[config.mk]
export PLATFORM = sky130hd
export DESIGN_NAME = mult_arbiter
export DESIGN_NICKNAME = d
export VERILOG_FILES = /design/src/rtl/mult_arb_pkg.sv /design/src/rtl/mult_arbiter_mult.sv /design/src/rtl/mult_arbiter.sv
export SDC_FILE = /design/constraint.sdc
export NUM_CORES = 1
export LEC_CHECK = 0
export ABC_AREA = 1
export BUFFER_PORTS_ARGS = -buffer_cell sky130_fd_sc_hd__buf_2
export CAP_MARGIN = 20
export CORE_ASPECT_RATIO = 1.5
export CORE_MARGIN = 3
export CORE_UTILIZATION = 61
export DETAILED_ROUTE_END_ITERATION = 8
export PLACE_DENSITY_LB_ADDON = 0.3
export SLEW_MARGIN = 20
export SYNTH_ARGS = -nofsm -noshare
export SYNTH_HDL_FRONTEND = slang
export SYNTH_SLANG_ARGS = --single-unit
[constraint.sdc]
create_clock -name clk_i -period 7.9 [get_ports clk_i]
set_clock_uncertainty 0.15 [all_clocks]
set_input_delay 1.975 -clock clk_i [delete_from_list [all_inputs] [get_ports clk_i]]
set_output_delay 1.975 -clock clk_i [all_outputs]
set_load 0.01 [all_outputs]
[src/rtl/mult_arb_pkg.sv]
// Shared types and widths for the round-robin multiplier arbiter and its mult core.
package mult_arb_pkg;

    localparam int A_W      = 16;
    localparam int B_W      = 8;
    localparam int Y_W      = 24;
    localparam int MAX_NREQ = 8;
    localparam int IDX_W    = $clog2(MAX_NREQ);

    typedef enum logic [1:0] {
        IDLE,
        ISSUE,
        WAIT
    } state_t;

    function automatic logic [MAX_NREQ-1:0] idx_onehot(input logic [IDX_W-1:0] idx);
        idx_onehot      = '0;
        idx_onehot[idx] = 1'b1;
    endfunction

endpackage

[src/rtl/mult_arbiter_mult.sv]
// Sequential shift-add 16x8 unsigned multiplier; one B bit per busy cycle.
module mult
    import mult_arb_pkg::*;
(
    input  logic           clk_i,
    input  logic           rst_i,
    input  logic [A_W-1:0] a_bi,
    input  logic [B_W-1:0] b_bi,
    input  logic           start_i,
    output logic           busy_o,
    output logic [Y_W-1:0] y_bo
);

    localparam int CTR_W = $clog2(B_W);

    logic [A_W-1:0]   a_q;
    logic [B_W-1:0]   b_q;
    logic [CTR_W-1:0] ctr_q;
    logic [Y_W-1:0]   partial;

    always_comb begin
        partial = '0;
        if (b_q[ctr_q]) begin
            partial = {{(Y_W-A_W){1'b0}}, a_q} << ctr_q;
        end
    end

    always_ff @(posedge clk_i or posedge rst_i) begin
        if (rst_i) begin
            a_q    <= '0;
            b_q    <= '0;
            ctr_q  <= '0;
            busy_o <= 1'b0;
            y_bo   <= '0;
        end else if (!busy_o) begin
            if (start_i) begin
                a_q    <= a_bi;
                b_q    <= b_bi;
                ctr_q  <= '0;
                y_bo   <= '0;
                busy_o <= 1'b1;
            end
        end else begin
            y_bo  <= y_bo + partial;
            ctr_q <= ctr_q + 1'b1;
            if (ctr_q == CTR_W'(B_W-1)) begin
                busy_o <= 1'b0;
            end
        end
    end

endmodule

[src/rtl/mult_arbiter.sv]
// Round-robin sharing of one mult core among NREQ requesters.
// Optional zero-operand shortcut: define MULT_ARB_ZERO_BYPASS_EN.
module mult_arbiter
    import mult_arb_pkg::*;
#(
    parameter int NREQ = 4
) (
    input  logic                  clk_i,
    input  logic                  rst_i,
    input  logic [NREQ-1:0]       req_i,
    input  logic [NREQ*A_W-1:0]   a_bi,
    input  logic [NREQ*B_W-1:0]   b_bi,
    output logic [NREQ-1:0]       gnt_o,
    output logic [NREQ-1:0]       done_o,
    output logic [Y_W-1:0]        y_bo,
    output logic                  busy_o
);

    localparam int unsigned NREQ_U = NREQ;

    state_t              state_q, state_d;
    logic [IDX_W-1:0]    last_q, idx_q, pick_idx;
    logic                pick_valid, bypass;
    logic [MAX_NREQ-1:0] req_ext, pick_oh, idx_oh;
    logic [A_W-1:0]      a_arr [MAX_NREQ];
    logic [B_W-1:0]      b_arr [MAX_NREQ];
    logic [A_W-1:0]      a_q;
    logic [B_W-1:0]      b_q;
    logic                m_start, m_busy, m_rst;
    logic [Y_W-1:0]      m_y;

    // Pad the requester vectors to MAX_NREQ so every index is in range.
    for (genvar g = 0; g < MAX_NREQ; g++) begin : g_unpack
        if (g < NREQ) begin : g_used
            assign req_ext[g] = req_i[g];
            assign a_arr[g]   = a_bi[g*A_W +: A_W];
            assign b_arr[g]   = b_bi[g*B_W +: B_W];
        end else begin : g_pad
            assign req_ext[g] = 1'b0;
            assign a_arr[g]   = '0;
            assign b_arr[g]   = '0;
        end
    end

    always_comb begin
        int unsigned cand;
        cand       = 0;
        pick_valid = 1'b0;
        pick_idx   = '0;
        for (int unsigned k = 1; k <= NREQ_U; k++) begin
            cand = 32'(last_q) + k;
            if (cand >= NREQ_U) begin
                cand = cand - NREQ_U;
            end
            if (!pick_valid && req_ext[cand[IDX_W-1:0]]) begin
                pick_valid = 1'b1;
                pick_idx   = cand[IDX_W-1:0];
            end
        end
    end

    assign pick_oh = idx_onehot(pick_idx);
    assign idx_oh  = idx_onehot(idx_q);

`ifdef MULT_ARB_ZERO_BYPASS_EN
    assign bypass = pick_valid && ((a_arr[pick_idx] == '0) || (b_arr[pick_idx] == '0));
`else
    assign bypass = 1'b0;
`endif

    always_ff @(posedge clk_i or negedge rst_i) begin
        if (!rst_i) begin
            state_q <= IDLE;
        end else begin
            state_q <= state_d;
        end
    end

    always_comb begin
        state_d = state_q;
        case (state_q)
            IDLE:    if (pick_valid && !bypass) state_d = ISSUE;
            ISSUE:   state_d = WAIT;
            WAIT:    if (!m_busy) state_d = IDLE;
            default: state_d = IDLE;
        endcase
    end

    always_comb begin
        m_start = (state_q == ISSUE);
        busy_o  = (state_q != IDLE);
    end

    always_ff @(posedge clk_i or negedge rst_i) begin
        if (!rst_i) begin
            gnt_o  <= '0;
            done_o <= '0;
            y_bo   <= '0;
            last_q <= IDX_W'(NREQ - 1);
            idx_q  <= '0;
            a_q    <= '0;
            b_q    <= '0;
        end else begin
            gnt_o  <= '0;
            done_o <= '0;
            case (state_q)
                IDLE: begin
                    if (pick_valid) begin
                        gnt_o <= pick_oh[NREQ-1:0];
                        idx_q <= pick_idx;
                        a_q   <= a_arr[pick_idx];
                        b_q   <= b_arr[pick_idx];
                        if (bypass) begin
                            done_o <= pick_oh[NREQ-1:0];
                            y_bo   <= '0;
                            last_q <= pick_idx;
                        end
                    end
                end
                WAIT: begin
                    if (!m_busy) begin
                        y_bo   <= m_y;
                        done_o <= idx_oh[NREQ-1:0];
                        last_q <= idx_q;
                    end
                end
                default: ;
            endcase
        end
    end

    assign m_rst = ~rst_i;

    mult u_mult (
        .clk_i   (clk_i),
        .rst_i   (m_rst),
        .a_bi    (a_q),
        .b_bi    (b_q),
        .start_i (m_start),
        .busy_o  (m_busy),
        .y_bo    (m_y)
    );

endmodule

; Word level (Yosys, flattened, before mapping)
; Index checks and enable logic that the tools add are counted.
[totals]
word_cells = 107
ff_bits = 116
inputBits = 102
output_inout_bits = 33
[classes]
order_cmp = 14
bitwise = 2
muxes = 47
n_eq_ne = 5
shift = 1
n_reduce_logical = 15
n_addsub = 10
[op_table]
columns = op, count
row1 = two-way mux 24 bit, 3
row2 = binary-select mux 16 bit (select 3 bit), 1
row3 = two-way mux 16 bit, 2
row4 = two-way mux 3 bit, 10
row5 = "less-than comparator 3 x 4 -> 1 bit, second input constant", 7
row6 = adder 24 bit, 1
row7 = binary-select mux 8 bit (select 3 bit), 1
row8 = << shifter 16 x 3 -> 24 bit, 1
row9 = "greater-or-equal comparator 4 x 3 -> 1 bit, second input constant", 4
row10 = two-way mux 4 bit, 4
row11 = two-way mux 8 bit, 2
row12 = binary-select mux 1 bit (select 3 bit), 5
row13 = two-way mux 1 bit, 14
row14 = "subtractor 3 bit, second input constant", 4
row15 = "adder 3 x 2 -> 4 bit, second input constant", 2
row16 = AND reduction 2 bit, 4
row17 = demux 1 bit (select 3 bit), 2
row18 = "greater-or-equal comparator 3 x 1 -> 1 bit, second input constant", 2
row19 = case mux 2 bit (3 select lines), 1
row20 = logical AND 1 bit, 5
row21 = "adder 3 x 1 -> 4 bit, second input constant", 1
row22 = "adder 3 x 3 -> 4 bit, second input constant", 1
row23 = "greater-or-equal comparator 4 bit, second input constant", 1
row24 = two-way mux 2 bit, 2
row25 = other kinds (10), 14

; Longest topological paths before layout
[logic_depth]
word_depth = 21
ltp_mapped = 23
ltp_nobuf = 21

; Hierarchy
; A second synthesis with hierarchy kept.
[unflattened]
hier_cells = 1258
area_unflattened_um2 = 8131.5
[by_module_without_submodules]
columns = module, cells_per_inst, n_inst, seq_area_each_um2, area_each_um2
row1 = mult, 727, 1, 1301.2, 4436.8
row2 = mult_arbiter, 531, 1, 1604.0, 3694.8

; Least setup slack after synthesis
; Ideal clock, no wire load.
[synth_path]
path_type = input -> register
from = in req_i[3]
to = reg a_q[10]
setup_time_ns = 0.124
path_buffers = 1
path_stages = 15
path_slack_ns = 4.598
required_ns = 7.626
t_arrival_ns = 3.028
cell_sequence = inv_1 nand2_1 nand3_1 nand2_2 inv_2 nand2_2 nor2_4 nand2_2 nand2_4 inv_4 nand2_4 inv_4 buf_6 nand2_1 nand3_1
[synth_via]
elab_chain_cells = 16
word_cells_on_any_way = 27
classes_between = mux (19) / bitwise (1) / reduce/logical (7)
[synth_rtl]
columns = element, line_no
row1 = start: declaration, mult_arbiter.sv:10  ; input logic [NREQ-1:0] req_i,
row2 = binary-select mux 1 bit (select 3 bit), mult_arbiter.sv:55  ; if (!pick_valid && req_ext[cand[IDX_W-1:0]]) begin
row3 = two-way mux 1 bit (implied by the code), mult_arbiter.sv:55
row4 = two-way mux 1 bit, mult_arbiter.sv:55
row5 = zero test 1 bit, mult_arbiter.sv:55
row6 = logical AND 1 bit, mult_arbiter.sv:55
row7 = two-way mux 1 bit, mult_arbiter.sv:55
row8 = zero test 1 bit, mult_arbiter.sv:55
row9 = logical AND 1 bit, mult_arbiter.sv:55
row10 = two-way mux 1 bit, mult_arbiter.sv:55
row11 = zero test 1 bit, mult_arbiter.sv:55
row12 = logical AND 1 bit, mult_arbiter.sv:55
row13 = two-way mux 3 bit, mult_arbiter.sv:55
row14 = NOT 3 -> 4 bit (implied by the code), mult_arbiter.sv:111  ; a_q <= a_arr[pick_idx];
row15 = binary-select mux 16 bit (select 3 bit), mult_arbiter.sv:111
row16 = two-way mux 16 bit (implied by the code) (2 in a row), mult_arbiter.sv:111
row17 = end signal: assignment, mult_arbiter.sv:111
row18 = end: declaration, mult_arbiter.sv:27  ; logic [A_W-1:0] a_q;
; Parallel ways exist; a longest one is shown, timed or not. The select of a mux whose other input is x is not followed.
; A chain may end at the register's enable or synchronous reset.

; Worst setup path after layout
[layout_path]
from = reg u_mult.ctr_q[0]
to = reg u_mult.y_bo[22]
[layout_via]
elab_chain_cells = 5
word_cells_on_any_way = 6
classes_between = add/sub (1) / shift (1) / mux (4)
[layout_rtl]
columns = element, line_no
row1 = start: declaration, mult_arbiter_mult.sv:18  ; logic [CTR_W-1:0] ctr_q;
row2 = start signal: assignment, mult_arbiter_mult.sv:45  ; ctr_q <= ctr_q + 1'b1;
row3 = binary-select mux 1 bit (select 3 bit), mult_arbiter_mult.sv:23  ; if (b_q[ctr_q]) begin
row4 = two-way mux 1 bit (implied by the code), mult_arbiter_mult.sv:23
row5 = two-way mux 24 bit (*), mult_arbiter_mult.sv:23
row6 = adder 24 bit (*), mult_arbiter_mult.sv:44  ; y_bo <= y_bo + partial;
row7 = two-way mux 24 bit (*), mult_arbiter_mult.sv:35  ; end else if (!busy_o) begin
row8 = end signal: assignment, mult_arbiter_mult.sv:44
row9 = end: declaration, mult_arbiter_mult.sv:11  ; output logic [Y_W-1:0] y_bo
; Mark *: on every way between the ends. The rest lies on a longest branch, timed or not. The select of a mux whose other input is x is not followed.

==> qor.txt <==
Run status: finished clean
Number of buffers created by CTS: 17
Die area: 13300 µm²
Fin crit share: 52.7%
Class of the worst hold path: flip-flop to flip-flop
Vias/cell: 5.38
CP Launch Type: flip-flop
Final setup violation count: 0
Commonest non-fill, non-tap cell in the layout: nand2_1
Core Region: 11600 µm²
Filler cells: 941
Cell count after synthesis: 1066
Post-Syn Area: 7300 µm²
Antenna Nets Post-Route: 0
Diode count: 0
CTS hold repair buffers: 0
WL/cell: 13.7 µm
Max stage delay on crit path: 0.91 ns
Post-CTS resize count: 0
Setup ws final: 3.74 ns
Async SR Flop Fraction: 100%
Initial Utilization: 63.0%
CTS tree: built
Critical path's top delay family: simple AND/OR/NAND/NOR gates
Setup crit end kind: flip-flop
Maximum clock insertion buffer count: 2
Yosys warns: 0
CP Class: flip-flop to flip-flop
H-tree levels: 4
Std-Cell Rows: 48
RSZ-0062 raised after global routing: no
Vias in the first global route: 6911
Share of layout cells above drive strength 1: 16.4%
R2r setup slk: 3.74 ns
Most frequent cells in the layout: nand2_1, buf_2, o21ai_0
Peak VDD IR: 515 µV
Post-synth top flop: dfrtp_1
Register area: 2910 µm²
Core Util, Final: 74.7%
Seq cells post-synth: 116
Max-slew headroom: 39.7%
Antenna violations before repair: 0
GRT Total Usage: 28.7%
Grt total ovfl: 0
Input/output buffers: 134
Clk sink count: 116
First-pass GRT wire length: 30500 µm
CP dominant cell by count: nand2_1
Sum Neg Setup Slack: 0 ns
Max FO, Critical Path: 38
1st-iter DRT viols: 363
Chip Height: 140 µm
Gpl congestion: 0.901
Post-synth EDFFs: 0
Hold Fails Final Rpt: 0
CP max stage cell: dfrtp_1
Bufs and invs on worst path: 2
Worst skew pair latency: 0.42 ns
Post-synthesis net count: 1196
Layout area overhead: 18.6%
Area of the multi-input gates: 3830 µm²
Critical-path cell list: inv_1 -> o21ai_0 -> nand2_1 -> nand2_1 -> nand2_1 -> o21ai_0 -> inv_1 -> ha_1 -> nand2_1 -> o21ai_0 -> nor2_1 -> o21ai_0 -> nand2_1 -> nand2_1 -> nand2_1 -> nand3_1 -> nand2_1
Crit path from: u_mult.ctr_q[0]$_DFFE_PN0P_
Io pins: 135
Fmax achieved: 240 MHz
Mean Syn Cell Area: 6.85 µm²
Seq/Total Area, Yosys: 39.8%
HP Start: y_bo[16]$_DFFE_PN0P_
LEAKAGE: 0.00473 µW
Max Slew Vio Count: 0
Routed WL: 18400 µm
Crit path time final: 4.16 ns
Drt first pass iters: 7
PwrDens: 491 nW/µm²
Residual DRC: 0
DP Worst Slack: 3.83 ns
Die X: 95.3 µm
Critical R2R Launch: u_mult.ctr_q[0]$_DFFE_PN0P_
Worst Path Required: 8.06 ns
Worst EP arrival: 4.32 ns
Total number of vias: 7229
Max-cap violation count: 0
Clk pin slew, worst setup/hold paths: 0.05 ns
Nets: 1310
Largest net degree at the start of global routing: 66
Measured slew at the worst slew-check pin: 0.899 ns
Postcts setup bufs: 0
Root buffer cell: clkbuf_16
Hpwl dp: 13200 µm
Synth cell types: 39
-- metrics by stage --
step / std cells / area, µm² / hold slack [ns] / total power (µW)
finish: 1343 / 8660 / 0.310 / 4250
global route: 1343 / 8660 / 0.339 / 4660
CTS: 1343 / 8660 / 0.316 / 4250
detailed placement: 1311 / 8000 / 0.303 / 3340
global placement: 1311 / 8000 / 0.297 / 3300
floorplan: 1066 / 7300 / 0.287 / 2870
-- worst paths after layout --
| check | endpoint | cells past startpoint |
|---|---|---|
| max reg2reg | u_mult.y_bo[22]$_DFFE_PN0P_ | 17 |
| min reg2reg | y_bo[16]$_DFFE_PN0P_ | 2 |
| max | u_mult.y_bo[22]$_DFFE_PN0P_ | 17 |
| min | y_bo[16]$_DFFE_PN0P_ | 2 |
| min in group asynchronous | y_bo[1]$_DFFE_PN0P_ | 1 |
| max in group asynchronous | a_q[2]$_DFFE_PN0P_ | 2 |
-- cell families (layout without fill, tap and decap cells) --
family,after synthesis,after routing,share of synthesized area [%]
simple gates,611,611,34.7
compound gates,169,169,12.1
buf+inv,136,263,7.85
flops,116,116,39.8
fa+ha+maj,28,28,4.90
xor+xnor,5,5,0.600
mux,1,1,0.137
-- metal layers --
layer  GRT usage (%)  wire length (µm)  share of wire, %
met1            32.4              7180                39
met2            50.5              9510                52
met3            4.67               903               4.9
met4            15.2               770               4.2
met5               0                 0                 0
-- registers in the layout (all words and copies together) (netlist names), 4 cells and up --
| register | flops |
|---|---|
| gnt_o | 4 |
| u_mult.a_q | 16 |
| u_mult.b_q | 8 |
| u_mult.y_bo | 24 |
| y_bo | 24 |
| b_q | 8 |
| a_q | 16 |
| done_o | 4 |
-- where the power goes --
part	switching (µW)	internal (µW)
Clock	267	594
Sequential	193	865
Combinational	1570	768
Total	2020	2230
-- cell usage after synthesis (all sizes together) (2+ instances only) --
| master | count | area share, % |
|---|---|---|
| a21o | 2 | 0.21 |
| a21oi | 33 | 2.3 |
| buf | 21 | 1.9 |
| clkbuf | 25 | 1.3 |
| dfrtp | 114 | 39 |
| dfstp | 2 | 0.72 |
| ha | 27 | 4.6 |
| inv | 89 | 4.6 |
| nand2 | 409 | 21 |
| nand3 | 100 | 7.1 |
| nand4 | 6 | 0.51 |
| nor2 | 79 | 4.3 |
| nor3 | 12 | 0.82 |
| nor4 | 2 | 0.17 |
| o21a | 3 | 0.31 |
| o21ai | 120 | 8.2 |
| o22ai | 7 | 0.60 |
| xnor2 | 4 | 0.48 |
-- worst register-to-register path: stages, from the launching register on --
cell     delay, ns
dfrtp_1       0.91
inv_1         0.25
o21ai_0       0.23
nand2_1       0.07
nand2_1       0.17
nand2_1       0.30
o21ai_0       0.18
inv_1         0.07
ha_1          0.33
nand2_1       0.13
o21ai_0       0.27
nor2_1        0.13
o21ai_0       0.49
nand2_1       0.15
nand2_1       0.09
nand2_1       0.04
nand3_1       0.06
nand2_1       0.05
-- area by class of cell --
class | count | area share (%)
inverters | 90 | 3.96
repair buffers | 141 | 8.38
clock buffers | 24 | 5.68
clock inverters | 8 | 1.99
flip-flops and latches | 116 | 33.5
multi-input cells | 814 | 44.3
well taps | 150 | 2.17
Note: power is estimated with default switching activity, not from simulation.
